`src/rtl/core_pkg.sv`:
```
// Shared definitions for the 65c02 ALU / PSR flag path: operation codes,
// ALU sequencer states, PSR bit positions and the default ack timeout.
// ALU_BCD_EN adds the decimal-adjust state to the sequencer.
package core_pkg;

    typedef enum logic [3:0] {
        OpAdc = 4'd0,
        OpSbc = 4'd1,
        OpAnd = 4'd2,
        OpOra = 4'd3,
        OpEor = 4'd4,
        OpAsl = 4'd5,
        OpLsr = 4'd6,
        OpRol = 4'd7,
        OpRor = 4'd8,
        OpInc = 4'd9,
        OpDec = 4'd10,
        OpCmp = 4'd11,
        OpBit = 4'd12,
        OpTrb = 4'd13,
        OpTsb = 4'd14
    } alu_op_t;

    typedef enum logic [2:0] {
        StIdle,
        StCalc,
`ifdef ALU_BCD_EN
        StBcdAdj,
`endif
        StReq,
        StDone
    } alu_state_t;

    // PSR byte layout {N,V,X,B,D,I,Z,C}
    localparam int unsigned PSR_N = 7;
    localparam int unsigned PSR_V = 6;
    localparam int unsigned PSR_X = 5;
    localparam int unsigned PSR_B = 4;
    localparam int unsigned PSR_D = 3;
    localparam int unsigned PSR_I = 2;
    localparam int unsigned PSR_Z = 1;
    localparam int unsigned PSR_C = 0;

    localparam int unsigned ACK_TIMEOUT_DEF = 15;

endpackage

```
`src/rtl/alu_flag_unit_if.sv`:
```
// Flag-update link between the ALU and the processor status register:
// four-phase request/ack plus the N/V/Z/C flag values.
// Identical in all builds (ALU_BCD_EN has no effect here).
interface alu_flag_unit_if;

    logic psr_update_request;
    logic ack_update_request;
    logic n_result;
    logic v_result;
    logic z_result;
    logic c_result;

    // ALU side drives request and flags
    modport master (
        output psr_update_request,
        output n_result,
        output v_result,
        output z_result,
        output c_result,
        input  ack_update_request
    );

    // PSR side consumes flags and acknowledges
    modport slave (
        input  psr_update_request,
        input  n_result,
        input  v_result,
        input  z_result,
        input  c_result,
        output ack_update_request
    );

endinterface

```
`src/rtl/bcd_adjust.sv`:
```
// Combinational BCD correction of a binary ADC/SBC sum.
// Only built when ALU_BCD_EN is defined; binary-only builds have no decimal path.
`ifdef ALU_BCD_EN
module bcd_adjust (
    input  logic [7:0] bin_sum,
    input  logic       half_carry,
    input  logic       carry,
    input  logic       is_sub,
    output logic [7:0] dec_sum,
    output logic       dec_carry
);

    logic       lo_fix;
    logic       hi_fix;
    logic [7:0] adj;

    // Pick the 0x06 / 0x60 corrections and apply them in the op's direction
    always_comb begin
        if (is_sub) begin
            // Carry clear means a borrow happened out of that digit
            lo_fix    = ~half_carry;
            hi_fix    = ~carry;
            dec_carry = carry;
        end else begin
            // Comparing the whole byte against 0x99 also catches a high digit of 9
            // that overflows once the low-digit correction carries into it
            lo_fix    = (bin_sum[3:0] > 4'd9) || half_carry;
            hi_fix    = (bin_sum > 8'h99) || carry;
            dec_carry = hi_fix;
        end
        adj     = {1'b0, hi_fix, hi_fix, 1'b0, 1'b0, lo_fix, lo_fix, 1'b0};
        dec_sum = is_sub ? (bin_sum - adj) : (bin_sum + adj);
    end

endmodule
`endif

```
`src/rtl/alu_flag_unit.sv`:
```
// Sequenced 8-bit ALU for the 65c02 core. Latches operands on op_start,
// computes result and N/V/Z/C, then hands the flags to the PSR over a
// four-phase request/ack handshake with an abort timeout.
// Define ALU_BCD_EN to enable decimal-mode ADC/SBC (extra BCD_ADJ cycle);
// without it d_decimal is ignored and ADC/SBC are always binary.
module alu_flag_unit
    import core_pkg::*;
#(
    parameter int unsigned ACK_TIMEOUT = ACK_TIMEOUT_DEF,
    parameter int unsigned ACK_CNT_W   = 8
) (
    input  logic            fclk,
    input  logic            rst,
    input  logic            op_start,
    input  alu_op_t         alu_op,
    input  logic [7:0]      a_in,
    input  logic [7:0]      b_in,
    input  logic [7:0]      psr_in,
    input  logic            c_carry,
    input  logic            d_decimal,
    alu_flag_unit_if.master psr_bus,
    output logic [7:0]      result,
    output logic            result_valid,
    output logic            busy,
    output logic            ack_timeout
);

    localparam logic [ACK_CNT_W-1:0] ACK_LIMIT = ACK_CNT_W'(ACK_TIMEOUT);

    // Sequencer state
    alu_state_t           state_q, state_d;
    logic [ACK_CNT_W-1:0] cnt_q, cnt_d, cnt_inc;
    logic                 req_q, req_d;
    logic                 valid_q, valid_d;
    logic                 tmo_q, tmo_d;
    logic                 busy_q;
    logic                 load_en;
    logic                 calc_en;
    logic                 ack;

    // Operands captured at op_start
    alu_op_t    op_q;
    logic [7:0] a_q, b_q;
    logic       c_in_q;
    logic       pn_q, pv_q, pz_q, pc_q;

    // Result and flag registers driven to the PSR
    logic [7:0] result_q;
    logic       n_q, v_q, z_q, c_q;

    // Binary compute
    logic [7:0] b_eff;
    logic       carry_in;
    logic [8:0] sum9;
    logic [7:0] calc_res;
    logic       calc_n, calc_v, calc_z, calc_c;
    logic       nz_from_res;

`ifdef ALU_BCD_EN
    logic       dec_q;
    logic       hc_q;
    logic [4:0] lo5;
    logic       bcd_en;
    logic [7:0] bcd_res;
    logic       bcd_c;
    logic       unused_in;

    assign unused_in = ^{psr_in[PSR_X], psr_in[PSR_B], psr_in[PSR_D], psr_in[PSR_I]};
`else
    logic       unused_in;

    assign unused_in = ^{psr_in[PSR_X], psr_in[PSR_B], psr_in[PSR_D], psr_in[PSR_I],
                         d_decimal};
`endif

    assign ack = psr_bus.ack_update_request;

    // 9-bit add with SBC/CMP folded in as A + ~B + C; per-op result and flags
    always_comb begin
        b_eff       = (op_q == OpSbc || op_q == OpCmp) ? ~b_q : b_q;
        carry_in    = (op_q == OpCmp) ? 1'b1 : c_in_q;
        sum9        = {1'b0, a_q} + {1'b0, b_eff} + {8'h00, carry_in};
        calc_res    = a_q;
        calc_n      = pn_q;
        calc_v      = pv_q;
        calc_z      = pz_q;
        calc_c      = pc_q;
        nz_from_res = 1'b0;
        case (op_q)
            OpAdc, OpSbc: begin
                calc_res    = sum9[7:0];
                calc_v      = (a_q[7] == b_eff[7]) && (sum9[7] != a_q[7]);
                calc_c      = sum9[8];
                nz_from_res = 1'b1;
            end
            OpAnd: begin
                calc_res    = a_q & b_q;
                nz_from_res = 1'b1;
            end
            OpOra: begin
                calc_res    = a_q | b_q;
                nz_from_res = 1'b1;
            end
            OpEor: begin
                calc_res    = a_q ^ b_q;
                nz_from_res = 1'b1;
            end
            OpAsl: begin
                calc_res    = {a_q[6:0], 1'b0};
                calc_c      = a_q[7];
                nz_from_res = 1'b1;
            end
            OpLsr: begin
                calc_res    = {1'b0, a_q[7:1]};
                calc_c      = a_q[0];
                nz_from_res = 1'b1;
            end
            OpRol: begin
                calc_res    = {a_q[6:0], c_in_q};
                calc_c      = a_q[7];
                nz_from_res = 1'b1;
            end
            OpRor: begin
                calc_res    = {c_in_q, a_q[7:1]};
                calc_c      = a_q[0];
                nz_from_res = 1'b1;
            end
            OpInc: begin
                calc_res    = a_q + 8'd1;
                nz_from_res = 1'b1;
            end
            OpDec: begin
                calc_res    = a_q - 8'd1;
                nz_from_res = 1'b1;
            end
            // Compare leaves the register value untouched; result echoes A
            OpCmp: begin
                calc_n = sum9[7];
                calc_z = (a_q == b_q);
                calc_c = sum9[8];
            end
            OpBit: begin
                calc_n = b_q[7];
                calc_v = b_q[6];
                calc_z = (a_q & b_q) == 8'h00;
            end
            OpTrb: begin
                calc_res = b_q & ~a_q;
                calc_z   = (a_q & b_q) == 8'h00;
            end
            OpTsb: begin
                calc_res = b_q | a_q;
                calc_z   = (a_q & b_q) == 8'h00;
            end
            default: ;
        endcase
        if (nz_from_res) begin
            calc_n = calc_res[7];
            calc_z = (calc_res == 8'h00);
        end
    end

`ifdef ALU_BCD_EN
    // Low-nibble carry for the decimal correction
    always_comb begin
        lo5 = {1'b0, a_q[3:0]} + {1'b0, b_eff[3:0]} + {4'h0, carry_in};
    end

    bcd_adjust u_bcd_adjust (
        .bin_sum    (result_q),
        .half_carry (hc_q),
        .carry      (c_q),
        .is_sub     (op_q == OpSbc),
        .dec_sum    (bcd_res),
        .dec_carry  (bcd_c)
    );
`endif

    // Next-state logic: compute, optional decimal adjust, then the ack handshake
    always_comb begin
        state_d = state_q;
        cnt_d   = cnt_q;
        cnt_inc = cnt_q + ACK_CNT_W'(1);
        req_d   = 1'b0;
        valid_d = 1'b0;
        tmo_d   = 1'b0;
        load_en = 1'b0;
        calc_en = 1'b0;
`ifdef ALU_BCD_EN
        bcd_en  = 1'b0;
`endif
        unique case (state_q)
            StIdle: begin
                if (op_start) begin
                    load_en = 1'b1;
                    state_d = StCalc;
                end
            end
            StCalc: begin
                calc_en = 1'b1;
                state_d = StReq;
                req_d   = 1'b1;
`ifdef ALU_BCD_EN
                if (dec_q && (op_q == OpAdc || op_q == OpSbc)) begin
                    state_d = StBcdAdj;
                    req_d   = 1'b0;
                end
`endif
            end
`ifdef ALU_BCD_EN
            StBcdAdj: begin
                bcd_en  = 1'b1;
                state_d = StReq;
                req_d   = 1'b1;
            end
`endif
            StReq: begin
                if (ack) begin
                    state_d = StDone;
                end else if (cnt_inc == ACK_LIMIT) begin
                    state_d = StIdle;
                    tmo_d   = 1'b1;
                end else begin
                    req_d = 1'b1;
                    cnt_d = cnt_inc;
                end
            end
            StDone: begin
                if (!ack) begin
                    state_d = StIdle;
                    valid_d = 1'b1;
                end else if (cnt_inc == ACK_LIMIT) begin
                    state_d = StIdle;
                    tmo_d   = 1'b1;
                end else begin
                    cnt_d = cnt_inc;
                end
            end
            default: state_d = StIdle;
        endcase
        // Every state starts its wait budget from zero
        if (state_d != state_q) begin
            cnt_d = '0;
        end
    end

    // Sequencer registers and registered handshake/status outputs
    always_ff @(posedge fclk or posedge rst) begin
        if (rst) begin
            state_q <= StIdle;
            cnt_q   <= '0;
            req_q   <= 1'b0;
            valid_q <= 1'b0;
            tmo_q   <= 1'b0;
            busy_q  <= 1'b0;
        end else begin
            state_q <= state_d;
            cnt_q   <= cnt_d;
            req_q   <= req_d;
            valid_q <= valid_d;
            tmo_q   <= tmo_d;
            busy_q  <= (state_d != StIdle);
        end
    end

    // Operand capture and result/flag update
    always_ff @(posedge fclk or posedge rst) begin
        if (rst) begin
            op_q     <= OpAdc;
            a_q      <= 8'h00;
            b_q      <= 8'h00;
            c_in_q   <= 1'b0;
            pn_q     <= 1'b0;
            pv_q     <= 1'b0;
            pz_q     <= 1'b0;
            pc_q     <= 1'b0;
            result_q <= 8'h00;
            n_q      <= 1'b0;
            v_q      <= 1'b0;
            z_q      <= 1'b0;
            c_q      <= 1'b0;
`ifdef ALU_BCD_EN
            dec_q    <= 1'b0;
            hc_q     <= 1'b0;
`endif
        end else begin
            if (load_en) begin
                op_q   <= alu_op;
                a_q    <= a_in;
                b_q    <= b_in;
                c_in_q <= c_carry;
                pn_q   <= psr_in[PSR_N];
                pv_q   <= psr_in[PSR_V];
                pz_q   <= psr_in[PSR_Z];
                pc_q   <= psr_in[PSR_C];
`ifdef ALU_BCD_EN
                dec_q  <= d_decimal;
`endif
            end
            if (calc_en) begin
                result_q <= calc_res;
                n_q      <= calc_n;
                v_q      <= calc_v;
                z_q      <= calc_z;
                c_q      <= calc_c;
`ifdef ALU_BCD_EN
                hc_q     <= lo5[4];
`endif
            end
`ifdef ALU_BCD_EN
            // V keeps its binary value; N and Z follow the corrected byte
            if (bcd_en) begin
                result_q <= bcd_res;
                n_q      <= bcd_res[7];
                z_q      <= (bcd_res == 8'h00);
                c_q      <= bcd_c;
            end
`endif
        end
    end

    assign psr_bus.psr_update_request = req_q;
    assign psr_bus.n_result           = n_q;
    assign psr_bus.v_result           = v_q;
    assign psr_bus.z_result           = z_q;
    assign psr_bus.c_result           = c_q;
    assign result                     = result_q;
    assign result_valid               = valid_q;
    assign busy                       = busy_q;
    assign ack_timeout                = tmo_q;

endmodule

```
`src/flat_wrapper.sv`:
```
// flat-port wrapper written by rule: the top's interface ports become plain ports
module alu_flag_unit_flat import core_pkg::*;
#(
    parameter int unsigned ACK_TIMEOUT = ACK_TIMEOUT_DEF,
    parameter int unsigned ACK_CNT_W   = 8
)
  (fclk, rst, op_start, alu_op, a_in, b_in, psr_in, c_carry, d_decimal, result, result_valid, busy, ack_timeout, psr_bus_psr_update_request, psr_bus_n_result, psr_bus_v_result, psr_bus_z_result, psr_bus_c_result, psr_bus_ack_update_request);
  alu_flag_unit_if psr_bus_i ();
  input  logic fclk;
  input  logic rst;
  input  logic op_start;
  input  alu_op_t alu_op;
  input  logic [7:0] a_in;
  input  logic [7:0] b_in;
  input  logic [7:0] psr_in;
  input  logic c_carry;
  input  logic d_decimal;
  output logic [7:0] result;
  output logic result_valid;
  output logic busy;
  output logic ack_timeout;
  output wire logic [$bits(psr_bus_i.psr_update_request)-1:0] psr_bus_psr_update_request;
  output wire logic [$bits(psr_bus_i.n_result)-1:0] psr_bus_n_result;
  output wire logic [$bits(psr_bus_i.v_result)-1:0] psr_bus_v_result;
  output wire logic [$bits(psr_bus_i.z_result)-1:0] psr_bus_z_result;
  output wire logic [$bits(psr_bus_i.c_result)-1:0] psr_bus_c_result;
  input wire logic [$bits(psr_bus_i.ack_update_request)-1:0] psr_bus_ack_update_request;
  assign psr_bus_psr_update_request = psr_bus_i.psr_update_request;
  assign psr_bus_n_result = psr_bus_i.n_result;
  assign psr_bus_v_result = psr_bus_i.v_result;
  assign psr_bus_z_result = psr_bus_i.z_result;
  assign psr_bus_c_result = psr_bus_i.c_result;
  assign psr_bus_i.ack_update_request = psr_bus_ack_update_request;
  alu_flag_unit #(.ACK_TIMEOUT(ACK_TIMEOUT), .ACK_CNT_W(ACK_CNT_W)) u_core (.fclk(fclk), .rst(rst), .op_start(op_start), .alu_op(alu_op), .a_in(a_in), .b_in(b_in), .psr_in(psr_in), .c_carry(c_carry), .d_decimal(d_decimal), .psr_bus(psr_bus_i), .result(result), .result_valid(result_valid), .busy(busy), .ack_timeout(ack_timeout));
endmodule
```
`config.mk`:
```
export PLATFORM = sky130hd
export DESIGN_NAME = alu_flag_unit_flat
export DESIGN_NICKNAME = d
export VERILOG_FILES = /design/src/rtl/core_pkg.sv /design/src/rtl/alu_flag_unit_if.sv /design/src/rtl/bcd_adjust.sv /design/src/rtl/alu_flag_unit.sv /design/src/flat_wrapper.sv
export SDC_FILE = /design/constraint.sdc
export NUM_CORES = 1
export LEC_CHECK = 0
export CORE_MARGIN = 5
export CORE_UTILIZATION = 55
export CTS_CLUSTER_DIAMETER = 30
export CTS_CLUSTER_SIZE = 10
export DETAILED_ROUTE_END_ITERATION = 10
export MAX_ROUTING_LAYER = met4
export PLACE_DENSITY = 0.79
export SETUP_SLACK_MARGIN = 0.05
export SYNTH_ARGS = -nofsm -noshare
export SYNTH_HDL_FRONTEND = slang
export SYNTH_SLANG_ARGS = --single-unit
```
`constraint.sdc`:
```
create_clock -name fclk -period 10.2 [get_ports fclk]
set_input_delay 1.02 -clock fclk [delete_from_list [all_inputs] [get_ports fclk]]
set_output_delay 1.02 -clock fclk [all_outputs]
set_load 0.02 [all_outputs]
```
Yosys cells after proc, flatten, opt, wreduce, memory -nomap -nowiden

Index checks and enable logic that the tools add are counted.

Reductions and logical operators: 16
Bitwise logic cells: 6
Eq/ne operators: 24
Mux-type cells: 32
Add/sub/neg operators: 5

Operators with widths:

| kind                                                               | count |
|---|---|
| 8-bit case mux with 11 select lines                                | 1 |
| 8-bit 2-to-1 mux                                                   | 5 |
| 4-bit == test, second input constant                               | 7 |
| 8-bit by 1-bit adder with 8-bit output, second input constant      | 2 |
| 8-bit AND                                                          | 2 |
| 4-bit by 3-bit == test with 1-bit output, second input constant    | 4 |
| 8-bit logical NOT                                                  | 2 |
| 8-bit NOT                                                          | 2 |
| 8-bit case mux with 2 select lines                                 | 1 |
| 1-bit 2-to-1 mux                                                   | 14 |
| 3-bit 2-to-1 mux                                                   | 4 |
| 3-bit case mux with 4 select lines                                 | 1 |
| 11-bit OR reduction                                                | 1 |
| 1-bit case mux with 2 select lines                                 | 5 |
| 8-bit by 8-bit adder with 9-bit output                             | 1 |
| 9-bit by 1-bit adder with 9-bit output                             | 1 |
| 4-bit by 2-bit == test with 1-bit output, second input constant    | 2 |
| 8-bit by 4-bit == test with 1-bit output, second input constant    | 1 |
| 8-bit == test                                                      | 1 |
| 8-bit OR                                                           | 1 |
| 2-bit OR reduction                                                 | 4 |
| 8-bit by 1-bit subtractor with 8-bit output, second input constant | 1 |
| 8-bit bitwise XOR                                                  | 1 |
| 3-bit by 2-bit == test with 1-bit output, second input constant    | 2 |
| 14 further kinds                                                   | 17 |

Register bits: 52
Output and inout bits: 16
Logic and storage cells: 102
Input port bits: 34

Longest topological paths before layout

Gate-level depths: netlist of run 1.

Word-level depth: 8
Depth in mapped cells: 18
Gate-level depth less buffers: 15

Worst setup path after synthesis of run 1

OpenSTA, ideal clock, no wires.

Path type: flip-flop to flip-flop
From: register u_core.op_q[2]
To: register u_core.z_q, in the netlist u_core.psr_bus.z_result
Required time: 10.124 ns
Setup time: 0.076 ns
Path slack: 6.570 ns
Clock period less this slack: 3.630 ns
Arrival: 3.553 ns
Cell stages (with the launch flop): 19
Buffers on the path: 4
Cells stage by stage: dfrtp_1 -> buf_2 -> buf_2 -> buf_2 -> buf_2 -> nor3_1 -> nand2_1 -> xnor2_1 -> fa_1 -> inv_1 -> fa_1 -> nor2b_1 -> a31oi_1 -> o32ai_1 -> o21ai_0 -> o2bb2ai_1 -> nand4_1 -> nand4bb_1 -> o21ai_1

Longest elaborated chain between the ends: 8
Elaborated cells on any way between the ends: 29
Classes of those cells: add/sub (2); eq/ne (14); mux (6); reduce/logical (7)

RTL lines:

| item                                                                             | RTL line                                                      | RTL |
|---|---|---|
| start: declaration                                                               | alu_flag_unit.sv:42                                           | `alu_op_t op_q;` |
| start signal: assignment                                                         | alu_flag_unit.sv:269                                          | `op_q <= OpAdc;` |
| start signal: assignment                                                         | alu_flag_unit.sv:288                                          | `op_q <= alu_op;` |
| 4-bit by 1-bit == test with 1-bit output / 4-bit == test (equally long branches) | alu_flag_unit.sv:80, alu_flag_unit.sv:89, alu_flag_unit.sv:81 |  |
| 1-bit logical OR                                                                 | alu_flag_unit.sv:80                                           | `b_eff = (op_q == OpSbc \|\| op_q == OpCmp) ? ~b_q : b_q;` |
| 8-bit 2-to-1 mux                                                                 | alu_flag_unit.sv:80                                           |  |
| 8-bit by 8-bit adder with 9-bit output                                           | alu_flag_unit.sv:82                                           | `sum9 = {1'b0, a_q} + {1'b0, b_eff} + {8'h00, carry_in};` |
| 9-bit by 1-bit adder with 9-bit output                                           | alu_flag_unit.sv:82                                           |  |
| 8-bit case mux with 11 select lines                                              | alu_flag_unit.sv:89                                           | `case (op_q)` |
| 8-bit logical NOT                                                                | alu_flag_unit.sv:159                                          | `calc_z = (calc_res == 8'h00);` |
| 1-bit 2-to-1 mux *                                                               | alu_flag_unit.sv:157                                          | `if (nz_from_res) begin` |
| end signal: assignment                                                           | alu_flag_unit.sv:304                                          | `z_q <= calc_z;` |
| end: declaration                                                                 | alu_flag_unit.sv:49                                           | `logic n_q, v_q, z_q, c_q;` |

Mark *: on every way between the ends. The rest lies on a longest branch, timed or not.
A chain may end at the register's enable or synchronous reset.

Worst setup path in the final report of run 1

From: register u_core.op_q[1]
To: register u_core.z_q, in the netlist u_core.psr_bus.z_result

The elaborated chain is that of the path after synthesis.

==> out/results.md, run 1 <==
| Quantity | Reported |
| --- | --- |
| Core area | 0.00761 mm2 |
| Placed standard-cell area | 0.00467 mm2 |
| Cell repeated most along the worst path | fa_1 |
| Standby leakage power | 1.94 nW |
| Area Overhead vs Synth | 13.2% |
| Max-slew violation total from the final report | 0 |
| Antenna violations before repair | 0 |
| Worst R2R End | u_core.psr_bus.z_result |
| Antenna Cells | 0 |
| Number of cells on the worst reg-to-reg path | 15 |
| Non-Filler Cell Area, Final | 0.00476 mm2 |
| Top routing layer in use | met4 |
| # port buffers | 44 |
| RSZ-0062 raised after global routing | false |
| Kind of critical path | register to register |
| Deepest level of the CTS H-tree | 2 |
| Count of unresolved DRC violations after routing | 0 |
| Hold Buf Count CTS | 0 |
| First-iteration detailed-routing DRC count | 350 |
| Startpoint Class | register |
| Maximum ir drop on the vdd rail | 0.000150 V |
| Post-DR wirelength/cell | 18.8 um |
| R2R Setup Slk | 5.90 ns |
| Setup Viol. Count Final | 0 |
| Actual slew at the worst max-slew pin | 1.08 ns |
| Sequential-to-total area share from yosys stat | 30.9% |
| Tightest hold margin | 0.494 ns |
| Synth Instances | 511 |
| Clock latency at the later pin of the worst-skew pair | 0.31 ns |
| Kind of cell adding the most delay to the critical path | simple AND/OR/NAND/NOR gates |
| Total die area | 0.00950 mm2 |
| Number of buffers between clock root and the deepest sink | 2 |
| Worst clock skew on the final layout | 0.00612 ns |
| Cell variety after synth | 71 |
| Number of iterations in the first detailed-routing pass | 5 |
| Horiz. Die Dim | 97.5 um |
| Total wirelength of the detailed-routed design | 12000 um |
| Sum of overflow across all layers after global routing | 0 |
| Critical path startpoint | u_core.op_q[1] |
| Post-cts gate resize count | 0 |
| Endpoint kind of the worst setup timing path | register |
| Number of enable-type register cells in the synthesized netlist | 0 |
| RD Place Congestion | 0.982 |
| Count of clock tree sinks | 52 |
| Vias post-DR | 3987 |
| Final #Nets | 603 |
| Wire length of the first global-routing pass | 19900 um |
| Maximum operating frequency | 0.233 GHz |
| Net count after synthesis | 581 |
| Gr usage total | 26.2% |
| Share of cells above drive strength 1 | 5.24% |
| Fin crit period | 4.30 ns |
| Chain of cells forming the critical path | buf_4 > nor2b_1 > nor3_1 > nand2_1 > xnor2_1 > fa_1 > inv_1 > fa_1 > xor2_1 > a21oi_1 > o221ai_1 > nor3b_1 > nand4_1 > nand4bb_1 > o21ai_1 |
| Power per cell area | 219 mW/mm2 |
| Clock root buffer | clkbuf_8 |
| CTS tree | yes |
| Post-CTS setup buffer count | 0 |
| Proportion of synthesized flip-flops having asynchronous set or reset | 100% |
| Data arrival at the endpoint of the critical path | 4.54 ns |
| Worst setup path end | u_core.psr_bus.z_result |
| Maximum number of pins on one net before global-route repair | 53 |
| Count of standard-cell rows | 32 |
| Maximum net fanout on the critical path | 21 |
| Crit path buffers/inverters | 2 |
| Die span in y | 97.5 um |
| Kind of path behind the tightest hold check | register to register |
| Peak per-stage delay on the critical path | 0.64 ns |
| Worst-case headroom to the max-slew limit | 28.2% |
| Total negative slack for setup checks | 0 ns |
| Data required time of the critical path | 10.45 ns |
| Reg-to-Reg Start | u_core.op_q[1] |
| Clock-pin slew on the worst setup and hold paths | 0.09 ns |
| Post-synthesis average cell area | 8.24 um2 |
| Run status | completed |
| Stages on the worst setup path | 15 |
| Sum of met3 wire segment lengths after detailed routing | 873 um |
| Count of nets left with antenna violations after detail routing | 0 |
| Total of flip-flops plus latches after synthesis | 52 |
| Number of violations of the max-capacitance limit | 0 |
| I/O Pins | 50 |
| Area of the mapped netlist | 0.00421 mm2 |
| Metal2 WL | 5580 um |
| Period utilisation layout | 42.1% |
| Number of buffers created by CTS | 5 |
| Starting density of the core | 55.3% |
| Leading register cell type out of synthesis | dfrtp_1 |
| Metal1 wirelength | 5230 um |
| Number of global-route vias before repair | 3874 |
| Final hold vios | 0 |
| Post-DP HPWL | 8850 um |
| Master of the slowest instance on the critical path | dfrtp_1 |
| Synthesis Warnings | 0 |
| Routed vias/inst | 6.27 |
kinds of logic after synthesis:
family,count (synthesis),share of synthesized area [%]
adder cells (fa/ha/maj),37,11.3
XOR/XNOR,23,4.79
multiplexers,13,3.27
AO/OA/AOI/OAI,151,22.9
AND/OR/NAND/NOR,170,20.7
buffers and inverters,64,6.06
other,1,0.0891
flip-flops,52,30.9
cells in the mapped netlist (10+ instances only):
cell / n / share of area (%)
nand2_1: 54 / 4.8
dfrtp_1: 52 / 31
o21ai_0: 49 / 5.8
nor2_1: 35 / 3.1
ha_1: 34 / 10
inv_1: 29 / 2.6
a21oi_1: 28 / 3.3
clkbuf_1: 25 / 2.2
xnor2_1: 16 / 3.3
nand2b_1: 12 / 1.8
a31oi_1: 10 / 1.5
nand3_1: 10 / 1.2
nor3_1: 10 / 1.2
sequential cells by signal (all words and copies together), names as in the netlist, 3 cells and up:
register / flops
u_core.cnt_q: 8
u_core.b_q: 8
u_core.a_q: 8
u_core.op_q: 4
u_core.result: 8
u_core.state_q: 3
through the flow:
| stage | worst slack, ns | total power [mW] | cells | util, % |
|---|---|---|---|---|
| after floorplan | 6.57 | 0.720 | 511 | - |
| after global placement | 6.03 | 0.897 | 628 | 61.4 |
| after detailed placement | 6.07 | 0.907 | 628 | 61.4 |
| after CTS | 6.03 | 1.03 | 636 | 62.6 |
| after global routing | 5.57 | 1.13 | 636 | 62.6 |
| final | 5.90 | 1.04 | 636 | 62.6 |
metal layers:
layer | up-vias | global-route usage (%)
li1 | 1878 | -
met1 | 1912 | 36.1
met2 | 173 | 40.0
met3 | 24 | 3.37
met4 | 0 | 8.95
met5 | - | -
where the power goes:
part           total (mW)  internal, mW  leakage [nW]  switching, mW
Sequential          0.312         0.252         0.661         0.0603
Combinational       0.609         0.253          1.24          0.356
Clock               0.120        0.0490        0.0414         0.0707
Total                1.04         0.554          1.94          0.487
placed cells by master, fill, tap and decap left out, types with 3 or more instances in the layout:
cell	synthesis	layout
inv_1	29	28
clkbuf_8	0	5
nand3_1	10	10
ha_1	34	34
nor2_1	35	34
clkdlybuf4s50_1	0	44
and3_1	3	3
a21oi_1	28	28
xnor2_1	16	16
nor4_1	4	4
mux2i_1	7	7
a21o_1	3	3
o21a_1	3	3
a22oi_1	5	5
xor2_1	7	7
nand2_1	54	54
o21ai_0	49	49
nand4_1	5	5
o32ai_1	7	7
nand2b_1	12	12
a31oi_1	10	10
nor3_1	10	10
dfrtp_1	52	52
a221oi_1	3	3
a211oi_1	3	3
nor2b_1	8	8
nor4b_1	3	3
buf_4	0	5
mux2_2	6	6
or2_2	4	4
o21ai_1	4	4
o22ai_1	8	8
nand3b_1	3	3
nor3b_1	3	3
o211ai_1	4	4
cell type report:
| class | instances | area, um2 |
|---|---|---|
| Clock inverter | 2 | 16.3 |
| Sequential cell | 52 | 1300 |
| Timing Repair Buffer | 49 | 478 |
| Clock buffer | 6 | 72.6 |
| Multi-Input combinational cell | 395 | 2660 |
| Fill cell | 696 | 2840 |
| Inverter | 30 | 113 |
| Tap cell | 102 | 128 |
worst min path at each step:
stage	startpoint	end	slack, ns	depth (start not counted)
after CTS	u_core.result[1]	u_core.result[1]	0.50	2
after floorplan	u_core.pz_q	u_core.pz_q	0.48	1
after global placement	u_core.result[3]	u_core.result[3]	0.47	2
final	u_core.result[5]	u_core.result[5]	0.49	2
after detailed placement	u_core.result[1]	u_core.result[1]	0.48	2
after global routing	u_core.result[5]	u_core.result[5]	0.52	2
tightest hold or removal path, stage by stage, from the launching register on:
cell and delay [ns]:
dfrtp_1 0.36, nand2_1 0.05, o21ai_0 0.06
Power figures use the tool's default switching activity.
==> run 2, diff against run 1 <==
CORE_UTILIZATION = 52   (was 55)
PLACE_DENSITY = 0.78   (was 0.79)
clock period = 3.93 ns   (was 10.2 ns; I/O delays follow)
==> run 2 against run 1 <==
  * Via count is 1.0% higher
  * Setup slack worse by 5.6 ns
  * Clock power grew to 3.2 times the previous value
  * Highest routed layer unchanged
  * Wire length is 1.4% lower
  * Sequential power grew to 2.6 times the previous value
  * Clock-buffer cell count stayed put
  * First-iteration DRC count is 29% higher
  * Hold slack worse by 0.0039 ns
==> out/results.md, run 2 (synthesis results as in run 1) <==
| Quantity | Reported | Change |
| --- | --- | --- |
| Clock-pin slew on the worst setup and hold paths | 0.10 ns | was 0.09 ns |
| RD Place Congestion | 1.02 | was 0.982 |
| Maximum operating frequency | 0.279 GHz | was 0.233 GHz |
| Worst-case headroom to the max-slew limit | 30.7% | was 28.2% |
| First-iteration detailed-routing DRC count | 452 | was 350 |
| Maximum net fanout on the critical path | 7 | was 21 |
| Total die area | 0.00999 mm2 | was 0.00950 mm2 |
| Clock root buffer | clkbuf_8 | unchanged |
| Number of iterations in the first detailed-routing pass | 5 | unchanged |
| Power, Total | 2.80 mW | was 1.04 mW |
| Gr usage total | 24.8% | was 26.2% |
| Sum of overflow across all layers after global routing | 0 | unchanged |
| Setup Viol. Count Final | 0 | unchanged |
| Wire length of the first global-routing pass | 19300 um | was 19900 um |
| Post-DP HPWL | 8750 um | was 8850 um |
| Antenna violations before repair | 0 | unchanged |
| Share of cells above drive strength 1 | 6.64% | was 5.24% |
| Total negative slack for setup checks | 0 ns | unchanged |
| Endpoint kind of the worst setup timing path | register | unchanged |
| Number of violations of the max-capacitance limit | 0 | unchanged |
| Final #Nets | 611 | was 603 |
| Maximum number of pins on one net before global-route repair | 53 | unchanged |
| Data arrival at the endpoint of the critical path | 3.83 ns | was 4.54 ns |
| Clock latency at the later pin of the worst-skew pair | 0.32 ns | was 0.31 ns |
| # port buffers | 44 | unchanged |
| Starting density of the core | 53.9% | was 55.3% |
| Core area | 0.00781 mm2 | was 0.00761 mm2 |
| Final hold vios | 0 | unchanged |
| CTS tree | yes | unchanged |
| Most used cells in the layout excluding fill and tap cells | 54 x nand2_1, 52 x dfrtp_1, 49 x o21ai_0 | unchanged |
| Routed vias/inst | 6.25 | was 6.27 |
| I/O Pins | 50 | unchanged |
| Die span in y | 100 um | was 97.5 um |
| Horiz. Die Dim | 100 um | was 97.5 um |
| Critical path startpoint | u_core.op_q[1] | unchanged |
| Standby leakage power | 1.99 nW | was 1.94 nW |
| Max-slew violation total from the final report | 0 | unchanged |
| Fin crit period | 3.58 ns | was 4.30 ns |
| Data required time of the critical path | 4.18 ns | was 10.45 ns |
| Run status | completed | unchanged |
| Most frequent standard cell in the layout excluding fill and tap cells | nand2_1 | unchanged |
| Hold Buf Count CTS | 0 | unchanged |
| Area Overhead vs Synth | 15.1% | was 13.2% |
| RSZ-0062 raised after global routing | false | unchanged |
| Actual slew at the worst max-slew pin | 1.04 ns | was 1.08 ns |
| Total wirelength of the detailed-routed design | 11800 um | was 12000 um |
| Number of buffers created by CTS | 5 | unchanged |
| Period utilisation layout | 91.1% | was 42.1% |
| Antenna Cells | 0 | unchanged |
| Kind of path behind the tightest hold check | register to register | unchanged |
| Count of unresolved DRC violations after routing | 0 | unchanged |
| Vias post-DR | 4028 | was 3987 |
| Deepest level of the CTS H-tree | 2 | unchanged |
| Count of standard-cell rows | 32 | unchanged |
| Post-cts gate resize count | 0 | unchanged |
| Count of clock tree sinks | 52 | unchanged |
| Maximum ir drop on the vdd rail | 0.000257 V | was 0.000150 V |
| Number of buffers between clock root and the deepest sink | 2 | unchanged |
| Worst clock skew on the final layout | 0.00837 ns | was 0.00612 ns |
| Post-DR wirelength/cell | 18.4 um | was 18.8 um |
| Number of global-route vias before repair | 3828 | was 3874 |
| Worst hold path startpoint | u_core.result[3] | was u_core.result[5] |
| Startpoint Class | register | unchanged |
| Reg-to-Reg Start | u_core.op_q[1] | unchanged |
| Kind of critical path | register to register | unchanged |
| Count of nets left with antenna violations after detail routing | 0 | unchanged |
| Post-CTS setup buffer count | 0 | unchanged |
| Power per cell area | 578 mW/mm2 | was 219 mW/mm2 |
==> run 2: cell types whose count changed in the layout (fill, tap and decap cells not counted) <==
cell / change
buf_4: +8
bufinv_16: +1
clkinvlp_4: -1
inv_6: +1
clkinv_4: -1
==> run 2: critical path, stage by stage, from the launching register on <==
cell       delay [ns]
dfrtp_1          0.50
nor2b_1          0.33
nor3_1           0.08
nand2_1          0.11
xnor2_1          0.16
fa_1             0.23
inv_1            0.06
fa_1             0.50
xor2_1           0.21
a21oi_1          0.26
o221ai_1         0.17
nor3b_1          0.44
nand4_1          0.14
nand4bb_1        0.20
o21ai_1          0.13
==> run 2: stage by stage <==
step	util, %	hold WS [ns]	std cells	setup WS (ns)	cell area [um2]
floorplan	-	0.464	511	0.300	4210
global placement	60.6	0.470	636	0.581	4730
detailed placement	60.6	0.478	636	0.529	4730
CTS	62.1	0.499	644	0.478	4850
global route	62.1	0.519	644	0.0899	4850
finish	62.1	0.490	644	0.350	4850
==> run 2: power breakdown <==
| part | leakage (nW) | internal (mW) | total [mW] | switching [mW] |
|---|---|---|---|---|
| clock | 0.0558 | 0.193 | 0.379 | 0.186 |
| combinational | 1.28 | 0.679 | 1.62 | 0.939 |
| sequential | 0.661 | 0.653 | 0.803 | 0.150 |
| total | 1.99 | 1.53 | 2.80 | 1.28 |
==> run 2: metal layers <==
| layer | routed length [um] | track usage [%] | vias to the layer above |
|---|---|---|---|
| li1 | - | - | 1888 |
| met1 | 5090 | 33.1 | 1919 |
| met2 | 5400 | 37.7 | 188 |
| met3 | 924 | 4.10 | 33 |
| met4 | 405 | 9.74 | 0 |
| met5 | 0 | - | - |
==> run 2: final timing paths <==
kind / to / slack [ns] / cells past startpoint
worst max register to register: u_core.psr_bus.z_result / 0.35 / 14
min in group asynchronous: u_core.state_q[2] / 0.64 / 2
max in group asynchronous: u_core.b_q[2] / 2.64 / 2
worst min register to register: u_core.result[3] / 0.49 / 2
worst min-delay path: u_core.result[3] / 0.49 / 2
worst max-delay path: u_core.psr_bus.z_result / 0.35 / 14
==> run 2: final cells by class <==
cell class | count | area [um2]
Fill cell | 701 | 2960
Multi-Input combinational cell | 395 | 2660
Sequential cell | 52 | 1300
Timing Repair Buffer | 57 | 538
Tap cell | 102 | 128
Inverter | 30 | 113
Clock buffer | 6 | 72.6
Clock inverter | 2 | 38.8
